<file path="src/rtl/lc3b_types.sv">
// ---------------------------------------------------------------------------
// lc3b_types: shared LC-3b word type, fetch FSM states and small helpers
// Revision 1.0
// ---------------------------------------------------------------------------
`default_nettype none

package lc3b_types;

  typedef logic [15:0] lc3b_word;

  typedef enum logic [1:0] {
    IDLE    = 2'd0,
    REQ     = 2'd1,
    DELIVER = 2'd2,
    FLUSH   = 2'd3
  } lc3b_fetch_state;

  localparam lc3b_word WORD_INC = 16'd2;

  // Instructions are word aligned, so the low address bit is always cleared.
  function automatic lc3b_word word_align(input lc3b_word w);
    return {w[15:1], 1'b0};
  endfunction

endpackage

`default_nettype wire

</file>
<file path="src/rtl/fetch_unit_pc_register.sv">
// ---------------------------------------------------------------------------
// pc_register: 16-bit register with load enable, sync active-low reset
// Revision 1.0
// ---------------------------------------------------------------------------
`default_nettype none

module pc_register
  import lc3b_types::*;
#(
  parameter lc3b_word RESET_PC = 16'h0000
) (
  input  logic        clk,
  input  logic        reset_n,
  input  logic        load,
  input  logic [15:0] d,
  output logic [15:0] q
);

  always_ff @(posedge clk) begin
    if (!reset_n) begin
      q <= RESET_PC;
    end else if (load) begin
      q <= d;
    end
  end

endmodule

`default_nettype wire

</file>
<file path="src/rtl/fetch_unit.sv">
// ---------------------------------------------------------------------------
// fetch_unit: LC-3b instruction fetch (PC, memory handshake, IR load strobe)
// Revision 1.0
// ---------------------------------------------------------------------------
`default_nettype none

module fetch_unit
  import lc3b_types::*;
#(
  parameter lc3b_word RESET_PC = 16'h0000
) (
  input  logic        clk,
  input  logic        reset_n,
  input  logic        fetch_req,
  input  logic        pc_load,
  input  logic [15:0] pc_in,
  output logic [15:0] mem_address,
  output logic        mem_read,
  input  logic        mem_resp,
  input  logic [15:0] mem_rdata,
  output logic        ir_load,
  output logic [15:0] ir_data,
  output logic        fetch_done,
  output logic [15:0] instr_pc,
  output logic [15:0] pc_plus2
);

  lc3b_fetch_state state, next_state;
  lc3b_word        pc, pc_next, buffer, pending;
  logic            pc_ld, kill;
  lc3b_word        target;

  assign target = word_align(pc_in);

  pc_register #(.RESET_PC(RESET_PC)) u_pc (
    .clk     (clk),
    .reset_n (reset_n),
    .load    (pc_ld),
    .d       (pc_next),
    .q       (pc)
  );

  pc_register #(.RESET_PC(RESET_PC)) u_instr_pc (
    .clk     (clk),
    .reset_n (reset_n),
    .load    (state == DELIVER),
    .d       (pc),
    .q       (instr_pc)
  );

  always_ff @(posedge clk) begin
    if (!reset_n) begin
      state   <= IDLE;
      buffer  <= '0;
      kill    <= 1'b0;
      pending <= '0;
    end else begin
      state <= next_state;
      if (state == REQ) begin
        // A redirect arriving with the response also kills that response.
        if (mem_resp) begin
          if (!(kill || pc_load)) buffer <= mem_rdata;
          kill <= 1'b0;
        end else if (pc_load) begin
          pending <= target;
          kill    <= 1'b1;
        end
      end
    end
  end

  always_comb begin
    next_state = state;
    pc_ld      = 1'b0;
    pc_next    = pc_plus2;
    case (state)
      IDLE: begin
        if (pc_load) begin
          pc_ld   = 1'b1;
          pc_next = target;
        end
        if (fetch_req) next_state = REQ;
      end
      REQ: begin
        if (mem_resp) begin
          if (kill || pc_load) begin
            next_state = FLUSH;
            pc_ld      = 1'b1;
            pc_next    = pc_load ? target : pending;
          end else begin
            next_state = DELIVER;
          end
        end
      end
      FLUSH: begin
        next_state = REQ;
        if (pc_load) begin
          pc_ld   = 1'b1;
          pc_next = target;
        end
      end
      DELIVER: begin
        next_state = IDLE;
        pc_ld      = 1'b1;
        pc_next    = pc_load ? target : pc_plus2;
      end
      default: next_state = IDLE;
    endcase
  end

  assign mem_read    = (state == REQ);
  assign mem_address = pc;
  assign ir_load     = (state == DELIVER);
  assign fetch_done  = (state == DELIVER);
  assign ir_data     = buffer;
  assign pc_plus2    = pc + WORD_INC;

endmodule

`default_nettype wire
</file>
<file path="config.mk">
export PLATFORM = sky130hd
export DESIGN_NAME = fetch_unit
export DESIGN_NICKNAME = d
export VERILOG_FILES = /design/src/rtl/lc3b_types.sv /design/src/rtl/fetch_unit_pc_register.sv /design/src/rtl/fetch_unit.sv
export SDC_FILE = /design/constraint.sdc
export NUM_CORES = 1
export LEC_CHECK = 0
export CORE_MARGIN = 2
export CORE_UTILIZATION = 26
export CTS_BUF_LIST = sky130_fd_sc_hd__clkbuf_8 sky130_fd_sc_hd__clkbuf_16
export DETAILED_ROUTE_END_ITERATION = 16
export GPL_ROUTABILITY_DRIVEN = 0
export GPL_TIMING_DRIVEN = 0
export PLACE_DENSITY = 0.57
export SYNTH_ARGS = -nofsm -noshare
export SYNTH_HDL_FRONTEND = slang
export SYNTH_SLANG_ARGS = --single-unit
</file>
<file path="constraint.sdc">
create_clock -name clk -period 2.2 [get_ports clk]
set_input_delay 0.22 -clock clk [delete_from_list [all_inputs] [get_ports clk]]
set_output_delay 0.22 -clock clk [all_outputs]
set_load 0.005 [all_outputs]
</file>
==> Yosys cells after proc, flatten, opt, wreduce, memory -nomap -nowiden <==
Index checks and enable logic that the tools add are counted.
{ "word_totals": {"register_bits": 67, "in_bits": 37, "output_inout_bits": 67, "wordCells": 38} }
{ "op_classes": {"addsub": 1, "n_eq_ne": 5, "n_mux": 15, "bitwise": 2, "reduce_logical": 9} }
{ "op_table": {"columns": ["op", "count"], "rows": [
  ["$mux 16", 4],
  ["$pmux 16 s2", 1],
  ["$add 16x2->16 const B", 1],
  ["$pmux 2 s4", 1],
  ["$mux 1", 6],
  ["$reduce_and 2->1", 3],
  ["$eq 2x2->1 const B", 2],
  ["$mux 2", 2],
  ["$pmux 1 s3", 1],
  ["$reduce_and 3->1", 1],
  ["$reduce_or 3->1", 1],
  ["$eq 2x1->1 const B", 1],
  ["$logic_not 2->1", 1],
  ["$ne 2x1->1 const B", 1],
  ["$ne 2x2->1 const B", 1],
  ["$not 1->1", 2],
  ["$reduce_bool 2->1", 1],
  ["$reduce_or 2->1", 1],
  ["$logic_or 1x1->1", 1]
]} }

==> Longest topological paths before layout <==
Gate-level depths: netlist of the first run.
{ "depth": {"depth_word": 4, "mapped_depth": 9} }

==> Hierarchy <==
From an unflattened synthesis of the first run, not the netlist that was laid out.
{ "hier_totals": {"cells_unflattened": 366, "area_unflattened_um2": 3206.8} }
{ "modules_own_cells": {"columns": ["module", "instances", "cells_each", "area_each_um2", "seq_area_each_um2"], "rows": [
  ["fetch_unit", 1, 264, 1975.6, 700.7],
  ["pc_register", 2, 51, 615.6, 320.3]
]} }

==> Worst setup path before layout of the first run <==
Ideal clock, no wire load.
{ "synth_path": {"path_kind": "reg-to-reg", "start": "register u_pc.q[1]", "end": "register u_pc.q[13]", "setup_time_ps": 131, "arrival_time_ps": 1614, "slack_ps": 455, "stages_incl_launch_ff": 7, "n_path_buf": 0, "period_less_slack_ps": 1745, "path_cell_list": "dfxtp_1 ha_1 nand4_4 or4_4 a21oi_1 nand2b_1 a21oi_2"} }
{ "synth_via": {"elab_chain_cells": 4} }
{ "synth_rtl": {"columns": ["item", "line_no", "text"], "rows": [
  ["from (decl)", "fetch_unit_pc_register.sv:16", "output logic [15:0] q"],
  ["from (signal assigned)", "fetch_unit_pc_register.sv:21", "q <= RESET_PC;"],
  ["from (signal assigned)", "fetch_unit_pc_register.sv:23", "q <= d;"],
  ["$add 16x2->16 *", "fetch_unit.sv:116", "assign pc_plus2 = pc + WORD_INC;"],
  ["$mux 16", "fetch_unit.sv:86", "if (kill || pc_load) begin"],
  ["$mux 16", "fetch_unit.sv:85", "if (mem_resp) begin"],
  ["$pmux 16 s2 *", "fetch_unit.sv:76", "case (state)"]
]} }
Mark *: on every way between the ends. The rest lies on a longest branch, timed or not.
A chain may end at the register's enable or synchronous reset.

==> Worst setup path in the final report of the first run <==
{ "layout_path": {"start": "register u_pc.q[1]", "end": "output pc_plus2[13]"} }
{ "layout_via": {"elab_chain_cells": 1} }
{ "layout_rtl": {"columns": ["item", "line_no", "text"], "rows": [
  ["$add 16x2->16", "fetch_unit.sv:116", null],
  ["to (decl)", "fetch_unit.sv:25", "output logic [15:0] pc_plus2"]
]} }
Every way passes these cells.

==> flow_summary.ini, run 1 <==
[synthesis]
synthCells = 368
seq_area_frac_synth = 0.4288
synthAdderAreaFrac = 0.01600
muxShareOfSynthArea = 0.05480
synth_top_family_by_area = simple AND/OR/NAND/NOR gates
synth_nets = 409
synth_area_sq_um = 3128
yosys.area_share.simple = 0.2088
synth_seq_cells = 67
syn_area_per_cell_sq_um = 8.500
async_reset_ff_frac = 0
synth_compound_area_frac = 0.1920
synth-edff-count = 0
synth_xor_area_frac = 0.03880
ys.flop_type = dfxtp_1
yosys_warnings = 0
synthDistinctLibCells = 55

[floorplan]
pin_count = 104
dieHeight_um = 113.7
core_sq_um = 11860
placementRows = 40
die_x_um = 113.7
die_area_sq_um = 12920
start_util = 0.2637

[setup_path]
crit_path_max_fanout = 4
cp_cell_sequence = ha_4, nand4_4, or4_4, xnor2_2, clkdlybuf4s15_2
crit_type = reg -> out
critPathMaxStageDelay_ps = 590
worstPathArrival_ps = 1940
critPathLaunchType = register
endpoint_kind = output pin
cp_slowest_cell = or4_4
required_ps = 1980

[min_path]
hold_class = in -> reg

[timing]
whs_ps = 433.0
fmax_mhz = 462.6
drv_slew = 0
tightestPinTransition_ps = 593.3
finalHoldViolCount = 0
fin_skew_ps = 9.135
finalCritPeriodShare = 0.9825
setup_violations = 0
rsz0062_at_grt = yes
fin_crit_ps = 2162
max_slew_margin = 0.6045

[routing]
routed-via-count = 3196
drc = 0
ant_nets = 0
wl_per_cell_um = 15.56
drt_iter0_markers = 232
first_pass_iters = 5
viasPerCell = 4.940
wl_um = 10070

[clock_tree]
cts_buffers = 9
htreeDepth = 3
clock_sinks = 67
cts_tree = done
clkTransAtPathRegs_ps = 60
cts_root_buf = clkbuf_16
insertion_delay_ps = 340
cts_hold_buf = 0
cts_buffer_depth = 2

[power]
pwr_density_cell_nw_per_um2 = 771.3
ir_drop_mv = 0.2892
leakagePower_nw = 1.863

[cells_and_area]
num-nets-final = 536
final_cell_mix = clkdlybuf4s50_1 (92), nand2_1 (70), dfxtp_1 (62), a21oi_1 (49), nor2_1 (29)
area.growth.synth_to_final_pct = 54.92
drive_gt1_frac = 0.1660
num_antenna_cells = 0
layout_commonest_cell = clkdlybuf4s50_1
post-route-util = 0.4085

[global_routing]
grt_pass1_wl_um = 15760
grt.overflow.total = 0
antenna_found_initial = 0
track_usage = 0.1568
grt_max_degree = 14
grt_pass1_vias = 3034

[run]
drv_cap = 0

[placement]
dp_hpwl_um = 7410
place.port_buffers = 102

[run_status]
outcome = finished, final reports clean
==> path summary, 6_finish.rpt <==
kind / startpoint / endpoint / slack, ps / depth (start not counted)
max: u_pc.q[1] / pc_plus2[13] / 40 / 5
min: mem_rdata[12] / ir_data[12] / 430 / 3
max reg2reg: u_pc.q[1] / u_pc.q[9] / 140 / 11
min reg2reg: pending[8] / pending[8] / 450 / 2
==> where the power goes <==
| group | total (mW) | switching (mW) | internal (mW) |
|---|---|---|---|
| registers | 1.41 | 0.102 | 1.31 |
| clock network | 1.33 | 0.559 | 0.767 |
| logic | 1.00 | 0.484 | 0.516 |
==> stage by stage <==
stage          worst slack [ps]  TNS (ps)  total power, mW  instance area, sq um  cells
2_1_floorplan             455.2         0            1.874                  3128    368
3_3_place_gp             -200.1    -798.3            2.361                  4333    617
3_5_place_dp             -189.9    -750.4            2.369                  4333    617
4_1_cts                  -1.248    -1.248            3.751                  4807    645
5_1_grt                  -3.246    -3.246            3.934                  4846    647
6_report                  38.46         0            3.737                  4846    647
==> sequential cells by signal, indices dropped and copies added (netlist names) <==
| register | cells |
|---|---|
| kill | 1 |
| state | 2 |
| u_pc.q | 16 |
| u_instr_pc.q | 16 |
| ir_data | 16 |
| pending | 16 |
==> cell usage after synthesis (2+ instances only) <==
library cell  instances  area (sq um)
mux2i_1              16         160.2
nor3_1                4         20.02
dfxtp_1              67          1341
and3_1                2         12.51
a222oi_1              9         90.09
inv_1                 7         26.28
buf_2                11         55.05
nand4_4               2         42.54
nand2_1              70         262.8
a22oi_1               2         15.01
a21o_1                3         22.52
xor2_1                5         43.79
nor2_1               29         108.9
o21ai_0              10         50.05
nor3_2                2         20.02
o21ai_1               2         10.01
a22o_1                3         26.28
nand3_1               6         30.03
ha_1                  4         50.05
buf_4                 5         37.54
a211oi_1              4         30.03
a32oi_1               2         17.52
nand2b_1              6         37.54
buf_1                 2         7.510
clkbuf_1             11         41.29
a21oi_1              49         245.2
xnor2_1               7         61.31
==> critical path, delay by kind of cell, from the launching register on <==
family,cells,cell delay [ps]
xor gates and xnor gates,1,150
adders and majority gates,1,170
buffers and inverters,1,220
DFF,1,370
and+or+nand+nor,2,700
==> area by class of cell <==
class	count	area (sq um)
plain buffers	31	190.2
clock buffers	9	225.2
clock inverters	7	52.55
fillers	1184	7015
inverters	8	30.03
multi-input cells	262	1688
flip-flops and latches	67	1353
well taps	147	183.9
repair buffers	116	1124
==> metal layers <==
layer	track usage	part of all wire	wire length [um]
met5	0	0	0
met4	0.05366	0.014	139
met3	0.04357	0.078	787
met2	0.2547	0.48	4861
met1	0.2011	0.43	4280
==> logic make-up (layout without fill, tap and decap cells) <==
logic type | Yosys count | in the layout
AND/OR/NAND/NOR | 133 | 133
AO/OA/AOI/OAI | 95 | 95
flip-flops | 67 | 67
buffers and inverters | 39 | 171
multiplexers | 17 | 17
XOR/XNOR | 13 | 13
adder cells (fa/ha/maj) | 4 | 4
==> timing repair <==
item	CTS	global route
pin swaps	10	2
endpoints found under the setup margin	12	24
gates resized for setup	37	13
buffers inserted	12	3
endpoints found under the hold margin	0	0
(Power assumes the default switching activity.)
==> inputs of run 2 (changes only) <==
HOLD_SLACK_MARGIN = 0.1   (was default)
==> results of run 2 <==
Final layout, timing and power as in run 1 (identical DEF).
